**config.mk**
```make
export PLATFORM = sky130hd
export DESIGN_NAME = cic_dec_n3
export DESIGN_NICKNAME = d
export VERILOG_FILES = /design/src/rtl/cic_pkg.sv /design/src/rtl/cic_comb_stage.sv /design/src/rtl/cic_dec_n3.sv
export SDC_FILE = /design/constraint.sdc
export NUM_CORES = 1
export LEC_CHECK = 0
export ABC_CLOCK_PERIOD_IN_PS = 9000
export CAP_MARGIN = 20
export CORE_MARGIN = 2
export CORE_UTILIZATION = 63
export CTS_BUF_LIST = sky130_fd_sc_hd__clkbuf_4
export DETAILED_ROUTE_END_ITERATION = 10
export PLACE_DENSITY = 0.81
export SYNTH_ARGS = -nofsm -noshare
export SYNTH_HDL_FRONTEND = slang
export SYNTH_SLANG_ARGS = --single-unit
export TNS_END_PERCENT = 30
```
**constraint.sdc**
```tcl
create_clock -name clk -period 9 [get_ports clk]
set_clock_uncertainty 0.15 [all_clocks]
set_input_delay 1.8 -clock clk [delete_from_list [all_inputs] [get_ports clk]]
set_output_delay 1.8 -clock clk [all_outputs]
set_load 0.01 [all_outputs]
```
**src/rtl/cic_pkg.sv**
```systemverilog
// Shared CIC constants and width helpers, used by the decimator and the interpolator.
package cic_pkg;

    localparam int unsigned CIC_N = 3;

    function automatic int unsigned clog2(input int unsigned value);
        int unsigned result;
        result = 0;
        for (int i = 0; i < 32; i++) begin
            if ((64'd1 << i) < 64'(value)) begin
                result = i + 1;
            end
        end
        return result;
    endfunction

    // Bit growth of an N-stage, M=1 CIC is N*log2(R) over the input width.
    function automatic int unsigned cic_acc_width(input int unsigned in_width,
                                                  input int unsigned rate);
        return in_width + CIC_N * clog2(rate);
    endfunction

endpackage

```
**src/rtl/cic_comb_stage.sv**
```systemverilog
// One CIC comb section, differential delay 1: y = x - x_delayed, advanced only when en is high.
module cic_comb_stage #(
    parameter int unsigned ACC_WIDTH = 21
) (
    input  logic                        clk,
    input  logic                        rst,
    input  logic                        en,
    input  logic signed [ACC_WIDTH-1:0] x,
    output logic signed [ACC_WIDTH-1:0] y
);

    logic signed [ACC_WIDTH-1:0] x_dly_q;
    logic signed [ACC_WIDTH-1:0] y_q;

    always_ff @(posedge clk or posedge rst) begin
        if (rst) begin
            x_dly_q <= '0;
            y_q     <= '0;
        end else if (en) begin
            x_dly_q <= x;
            y_q     <= x - x_dly_q;
        end
    end

    assign y = y_q;

endmodule

```
**src/rtl/cic_dec_n3.sv**
```systemverilog
// 3-stage CIC decimator: integrators at input rate, decimate by DECIMATION_RATE, combs at output rate.
// Define CIC_DEC_ROUND_EN for round-half-up with positive saturation instead of floor truncation.
module cic_dec_n3
    import cic_pkg::*;
#(
    parameter int unsigned INPUT_WIDTH     = 12,
    parameter int unsigned ACC_WIDTH       = 21,
    parameter int unsigned OUTPUT_WIDTH    = 16,
    parameter int unsigned DECIMATION_RATE = 8
) (
    input  logic                           clk,
    input  logic                           rst,
    input  logic                           nd,
    input  logic signed [INPUT_WIDTH-1:0]  din,
    output logic signed [OUTPUT_WIDTH-1:0] dout,
    output logic                           rdy
);

    localparam int unsigned CNT_W = clog2(DECIMATION_RATE);
    localparam int unsigned DROP  = ACC_WIDTH - OUTPUT_WIDTH;
    localparam logic [CNT_W-1:0] CNT_ONE  = CNT_W'(1);
    localparam logic [CNT_W-1:0] CNT_LAST = CNT_W'(DECIMATION_RATE - 1);

    logic signed [ACC_WIDTH-1:0]    din_ext;
    logic signed [ACC_WIDTH-1:0]    i1_q, i2_q, i3_q;
    logic signed [ACC_WIDTH-1:0]    c1_q, c2, c3, c_out;
    logic [CNT_W-1:0]               cnt_q;
    logic                           dec_v_q;
    logic                           out_v_q;
    logic                           rdy_q;
    logic signed [OUTPUT_WIDTH-1:0] dout_q;
    logic signed [OUTPUT_WIDTH-1:0] scaled;

    assign din_ext = {{(ACC_WIDTH - INPUT_WIDTH){din[INPUT_WIDTH-1]}}, din};

    // Integrators wrap modulo 2^ACC_WIDTH; the combs undo the wrap exactly.
    always_ff @(posedge clk or posedge rst) begin
        if (rst) begin
            i1_q    <= '0;
            i2_q    <= '0;
            i3_q    <= '0;
            cnt_q   <= '0;
            dec_v_q <= 1'b0;
            c1_q    <= '0;
            out_v_q <= 1'b0;
            rdy_q   <= 1'b0;
            dout_q  <= '0;
        end else begin
            if (nd) begin
                i1_q  <= i1_q + din_ext;
                i2_q  <= i2_q + i1_q;
                i3_q  <= i3_q + i2_q;
                cnt_q <= cnt_q + CNT_ONE;
            end
            dec_v_q <= nd && (cnt_q == CNT_LAST);
            if (dec_v_q) begin
                c1_q <= i3_q;
            end
            out_v_q <= dec_v_q;
            rdy_q   <= out_v_q;
            if (out_v_q) begin
                dout_q <= scaled;
            end
        end
    end

    cic_comb_stage #(.ACC_WIDTH(ACC_WIDTH)) u_comb1 (
        .clk (clk),
        .rst (rst),
        .en  (dec_v_q),
        .x   (c1_q),
        .y   (c2)
    );

    cic_comb_stage #(.ACC_WIDTH(ACC_WIDTH)) u_comb2 (
        .clk (clk),
        .rst (rst),
        .en  (dec_v_q),
        .x   (c2),
        .y   (c3)
    );

    cic_comb_stage #(.ACC_WIDTH(ACC_WIDTH)) u_comb3 (
        .clk (clk),
        .rst (rst),
        .en  (dec_v_q),
        .x   (c3),
        .y   (c_out)
    );

`ifdef CIC_DEC_ROUND_EN
    localparam logic signed [ACC_WIDTH:0] HALF_LSB = (ACC_WIDTH + 1)'(1) << (DROP - 1);

    logic signed [ACC_WIDTH:0]    rnd_sum;
    logic signed [OUTPUT_WIDTH:0] rnd_top;

    // One guard bit keeps the rounding add from wrapping; only the positive side can overflow.
    always_comb begin
        rnd_sum = {c_out[ACC_WIDTH-1], c_out} + HALF_LSB;
        rnd_top = (OUTPUT_WIDTH + 1)'(rnd_sum >>> DROP);
        scaled  = rnd_top[OUTPUT_WIDTH-1:0];
        if (!rnd_top[OUTPUT_WIDTH] && rnd_top[OUTPUT_WIDTH-1]) begin
            scaled = {1'b0, {(OUTPUT_WIDTH - 1){1'b1}}};
        end
    end
`else
    always_comb begin
        scaled = OUTPUT_WIDTH'(c_out >>> DROP);
    end
`endif

    assign dout = dout_q;
    assign rdy  = rdy_q;

endmodule
```
==> impl_metrics.toml, run 1 <==
[status]
status = "finished, final reports clean"

[worst_setup_path]
crit_start = "din[11]"
critPathLaunchType = "input pin"
slowest_delay_ns = 0.74
regToRegSetupSlack_ns = 5.94
crit_buf_inv = 1
crit_path_frequent_cell = "nor3_1"
worstSetupPathType = "input pin to flop"
crit_path_end_kind = "flop"
r2r_start = "i1_q[0]$_DFFE_PP0P_"
arrival_ns = 4.64
crit_chain = "clkdlybuf4s50_1 -> ha_1 -> nor3_1 -> a211oi_1 -> o211ai_1 -> a31oi_1 -> o21ai_0 -> a21boi_0 -> nor3_1 -> o31ai_1"
r2r-end = "i1_q[14]$_DFFE_PP0P_"
critical_path_depth = 10
worstSetupEndpoint = "i1_q[18]$_DFFE_PP0P_"
critPathSlowestCell = "clkdlybuf4s50_1"
worstPathRequired_ns = 9.39
crit_fanout = 11
r2r_cells = 10
crit_family = "compound AO/OA/AOI/OAI gates"

[route]
wl_met2_um = 11910
wl_met3_um = 846
wirelength_um = 24260
wl_per_cell_um = 13.82
wl_met1_um = 10800
drc = 0
ant_nets = 0
top_layer = "met4"
drtIter0Drc = 441
avgViaCountPerCell = 5.742
firstDrtPassIters = 5
vias = 10078

[global_route]
track_usage_pct = 21.33
grt_max_degree = 151
first_global_vias = 9968
grt_pass1_wl_um = 43080
antenna_found_initial = 1
grt-ovfl-total = 0

[hold_path]
hp-class = "flop to flop"
holdPathStages = 1

[cells_and_area]
area_growth_pct = 8.728
drive_above_1_share_pct = 15.54
nFillCells = 1702
mostFrequentLayoutCell = "dfrtp_1"
fin_nets = 1585
layout_common_cells = "dfrtp_1, nand2_1, ha_1"
design_area_um2 = 15120
stdcell_count = 1755

[clocking]
clkLatencyLatePin_ns = 0.67
cts.path.max_buffers = 3
clock_sinks = 227
cts_tree = "yes"
cts_resized = 0
postCtsSetupRepairBufs = 0
cts-root-buf = "clkbuf_4"
hold_buffers = 0
h-tree-depth = 2
clkSlewWorstSetupHoldPaths_ns = 0.06
cts_buffers = 58

[yosys]
ys_seq_elements = 227
syn_area_um2 = 13900
ys_types = 74
synthFlopType = "dfrtp_1"
syn_inst = 1390
synth.net_count = 1531
synth_edf_count = 0
avgSynthCellArea_um2 = 10.00
ys_seq_area_share_pct = 40.85
yosys_warnings = 0
async_reset_ff_share_pct = 100.0

[sta]
fmax_ghz = 0.2355
fin_crit_sh_pct = 47.19
max_slew.worst_pin.slew_ns = 1.002
finalCriticalPeriod_ns = 4.247
slew-limit-headroom_pct = 32.76
finalWorstSetupSlack_ns = 4.753
setup_violations = 0
finalSetupTns_ns = 0
rsz0062_at_grt = "no"
hold_viol = 0
slew_violations = 0

[floorplanning]
initial_core_util_pct = 63.91
die_x_um = 152.6
core_area_um2 = 21760
rows = 54
fp.dieH_um = 152.6
dieArea_um2 = 23270
pin_count = 32

[placement]
dpl.hpwl_um = 16980
gp_congestion = 0.9477
dpl-instance-area_um2 = 14450
io_buffers = 31
place_inst = 1663
dp_slack_ns = 4.102

[run]
maxCapViolations = 0
[worst min-delay path by stage]
stage	from	slack, ns	end
global route	u_comb3.y[14]$_DFFE_PP0P_	0.35	u_comb3.y[14]$_DFFE_PP0P_
global placement	i3_q[20]$_DFFE_PP0P_	0.30	i3_q[20]$_DFFE_PP0P_
finish	i3_q[20]$_DFFE_PP0P_	0.32	i3_q[20]$_DFFE_PP0P_
CTS	i3_q[20]$_DFFE_PP0P_	0.32	i3_q[20]$_DFFE_PP0P_
detailed placement	i3_q[20]$_DFFE_PP0P_	0.31	i3_q[20]$_DFFE_PP0P_
floorplan	out_v_q$_DFF_PP0_	0.20	rdy$_DFF_PP0_
[sequential cells by signal (all words and copies together) (netlist names), 16 cells and up]
signal           cells
u_comb2.y           21
u_comb1.y           21
i1_q                21
i3_q                21
i2_q                21
u_comb2.x_dly_q     21
u_comb3.x_dly_q     21
u_comb3.y           16
u_comb1.x_dly_q     21
c1_q                21
dout                16
[per-layer routing]
layer | vias up | GRT usage (%)
met3 | 63 | 3.555
met2 | 172 | 38.07
li1 | 5141 | -
met1 | 4702 | 25.70
met5 | - | 0
met4 | 0 | 8.598
[logic make-up (layout without fill, tap and decap cells)]
family / Yosys count / count (layout) / synth area share [%]
flip-flops: 227 / 227 / 40.85
XOR/XNOR: 82 / 82 / 5.165
buffers and inverters: 127 / 211 / 3.437
adder cells (fa/ha/maj): 126 / 126 / 11.61
AND/OR/NAND/NOR: 333 / 333 / 11.24
multiplexers: 115 / 115 / 9.268
AO/OA/AOI/OAI: 380 / 380 / 18.43
other: 0 / 1 / 0
[synth_stat cells (all sizes together), types with 3 or more instances]
cell type	number	area, um2
dfrtp	227	5680
nand2	141	529.3
ha	121	1514
o21ai	112	560.5
mux2	110	1239
inv	83	311.6
a21oi	79	395.4
nor2	57	214.0
xnor2	50	437.9
a21o	43	325.3
nor3	35	175.2
clkbuf	32	121.4
xor2	32	280.3
o21a	23	172.7
nand3	21	105.1
o31ai	20	173.9
a211oi	18	140.1
nor2b	16	107.6
o21bai	14	105.1
and3	13	81.33
nand2b	12	82.58
buf	11	41.29
a31oi	10	68.81
and2	8	51.30
o211ai	8	60.06
a21boi	7	56.30
nand4	7	43.79
a2111oi	6	127.6
a31o	6	52.55
fa	5	100.1
mux2i	5	50.05
or3	5	31.28
o41ai	4	42.55
or2	4	25.03
a211o	3	26.28
and4	3	26.28
nor3b	3	22.52
nor4b	3	26.28
o221ai	3	26.28
[metrics by stage]
| step | util (%) | hold WS [ns] |
|---|---|---|
| final | 69.49 | 0.3165 |
| after global placement | 66.40 | 0.2999 |
| after detailed placement | 66.40 | 0.3117 |
| after floorplan | - | 0.2019 |
| after CTS | 69.35 | 0.3197 |
| after global routing | 69.49 | 0.3493 |
[cell type report]
| class | count | area, um2 | area share, % |
|---|---|---|---|
| Antenna cell | 1 | 2.502 | 0.01655 |
| Clock buffer | 81 | 608.1 | 4.022 |
| Clock inverter | 9 | 33.78 | 0.2235 |
| Inverter | 84 | 322.8 | 2.135 |
| Multi-Input combinational cell | 1036 | 7746 | 51.24 |
| Sequential cell | 227 | 5684 | 37.60 |
| Tap cell | 280 | 350.3 | 2.317 |
| Timing Repair Buffer | 37 | 370.4 | 2.450 |
[worst reg2reg max path: cells and delay by family (launching register included)]
family,cells,cell delay (ns)
XOR/XNOR,1,0.08
AND/OR/NAND/NOR,1,0.15
multiplexers,1,0.26
adder cells (fa/ha/maj),2,0.66
AO/OA/AOI/OAI,5,1.26
flip-flops,1,0.41
Power of run 1 is not shown: default switching activity piles up to over one toggle a cycle in this logic, so the estimate is an artifact.
==> run 2, diff against run 1 <==
--- a/config.mk
+++ b/config.mk
@@ -5,13 +5,13 @@
 export SDC_FILE = /design/constraint.sdc
 export NUM_CORES = 1
 export LEC_CHECK = 0
-export ABC_CLOCK_PERIOD_IN_PS = 9000
+export ABC_CLOCK_PERIOD_IN_PS = 3600
 export CAP_MARGIN = 20
 export CORE_MARGIN = 2
-export CORE_UTILIZATION = 63
+export CORE_UTILIZATION = 59
 export CTS_BUF_LIST = sky130_fd_sc_hd__clkbuf_4
 export DETAILED_ROUTE_END_ITERATION = 10
-export PLACE_DENSITY = 0.81
+export PLACE_DENSITY = 0.79
 export SYNTH_ARGS = -nofsm -noshare
 export SYNTH_HDL_FRONTEND = slang
 export SYNTH_SLANG_ARGS = --single-unit
==> constraint.sdc (replaced) <==
create_clock -name clk -period 3.6 [get_ports clk]
set_clock_uncertainty 0.15 [all_clocks]
set_input_delay 0.72 -clock clk [delete_from_list [all_inputs] [get_ports clk]]
set_output_delay 0.72 -clock clk [all_outputs]
set_load 0.01 [all_outputs]
==> impl_metrics.toml, run 2 (synthesized netlist as in run 1, its figures left out) <==
[floorplanning]
dieArea_um2 = 24810
core_area_um2 = 23330
pin_count = 32
initial_core_util_pct = 59.59
fp.dieH_um = 157.5
rows = 56
die_x_um = 157.5

[route]
vias = 10229
ant_nets = 0
wirelength_um = 24680
drtIter0Drc = 485
avgViaCountPerCell = 5.664
firstDrtPassIters = 5
drc = 0
wl_per_cell_um = 13.67

[sta]
whs_ns = 0.3161
slew_violations = 0
fin_crit_sh_pct = 84.24
fmax_ghz = 0.3297
finalCriticalPeriod_ns = 3.033
max_slew.worst_pin.slew_ns = 0.7724
setup_violations = 0
rsz0062_at_grt = "no"
hold_viol = 0
slew-limit-headroom_pct = 48.51

[cells_and_area]
design_area_um2 = 15280
area_growth_pct = 9.908
fin_nets = 1595
mostFrequentLayoutCell = "dfrtp_1"
drive_above_1_share_pct = 16.22
layout_common_cells = "dfrtp_1, nand2_1, ha_1"

[worst_setup_path]
crit_path_end_kind = "flop"
critPathLaunchType = "input pin"
crit_fanout = 2
worstPathRequired_ns = 4.00
worstSetupPathType = "input pin to flop"
arrival_ns = 3.44

[global_route]
antenna_found_initial = 1
first_global_vias = 10246
grt_pass1_wl_um = 44280
grt-ovfl-total = 0
track_usage_pct = 21.14
grt_max_degree = 77

[clocking]
hold_buffers = 0
cts.path.max_buffers = 3
cts_buffers = 59
cts_tree = "yes"
clock_sinks = 227
postCtsSetupRepairBufs = 0
clkSlewWorstSetupHoldPaths_ns = 0.06
cts_resized = 0
h-tree-depth = 2
clkLatencyLatePin_ns = 0.66
cts-root-buf = "clkbuf_4"

[placement]
gp_congestion = 0.8820
dpl-instance-area_um2 = 14620
io_buffers = 31
dpl.hpwl_um = 17780

[hold_path]
hp-class = "input pin to async pin"

[status]
status = "finished, final reports clean"

[run]
maxCapViolations = 0
run 2: worst paths after layout:
| path | depth (start not counted) | from | slack, ns | endpoint |
|---|---|---|---|---|
| min reg2reg | 2 | u_comb3.y[12]$_DFFE_PP0P_ | 0.32 | u_comb3.y[12]$_DFFE_PP0P_ |
| max | 11 | din[0] | 0.57 | i1_q[14]$_DFFE_PP0P_ |
| min | 2 | rst | 0.32 | u_comb2.y[2]$_DFFE_PP0P_ |
| max reg2reg | 11 | u_comb1.y[0]$_DFFE_PP0P_ | 0.58 | u_comb2.y[18]$_DFFE_PP0P_ |
| max in group asynchronous | 3 | rst | 2.28 | i3_q[17]$_DFFE_PP0P_ |
| min in group clk | 2 | u_comb3.y[12]$_DFFE_PP0P_ | 0.32 | u_comb3.y[12]$_DFFE_PP0P_ |
run 2: worst max-delay path, cell delays in order:
cell,delay [ns]
clkdlybuf4s50_1,0.41
ha_1,0.22
fa_1,0.40
a211oi_1,0.31
o21ai_1,0.19
a31oi_2,0.25
nand3_1,0.14
a31o_2,0.25
a21oi_1,0.19
xnor2_1,0.09
mux2_2,0.26
run 2: final cells by class:
class | count | area, um2
flip-flops and latches | 227 | 5684
fillers | 1856 | 8050
diodes | 1 | 2.502
multi-input cells | 1036 | 7746
well taps | 319 | 399.1
clock buffers | 83 | 623.1
inverters | 84 | 319.1
clock inverters | 10 | 40.04
repair buffers | 46 | 467.9
run 2: metrics by stage:
stage                     setup slack (ns)  TNS [ns]  util, %  std cells
after detailed placement          -0.06336  -0.07132    62.64       1712
after CTS                           0.5679         0    65.49       1805
after global routing                0.3725         0    65.50       1806
after global placement             0.03502         0    62.64       1712
final                               0.5674         0    65.50       1806
after floorplan                    -0.2360    -53.57        -       1390
run 2: metal layers:
metal / vias up / global-route usage (%) / share of wire (%)
li1: 5164 / - / -
met1: 4810 / 25.76 / 45
met2: 190 / 37.20 / 49
met3: 65 / 3.634 / 3.3
met4: 0 / 8.442 / 2.9
met5: - / 0 / 0
Power of run 2 is left out for the same reason.
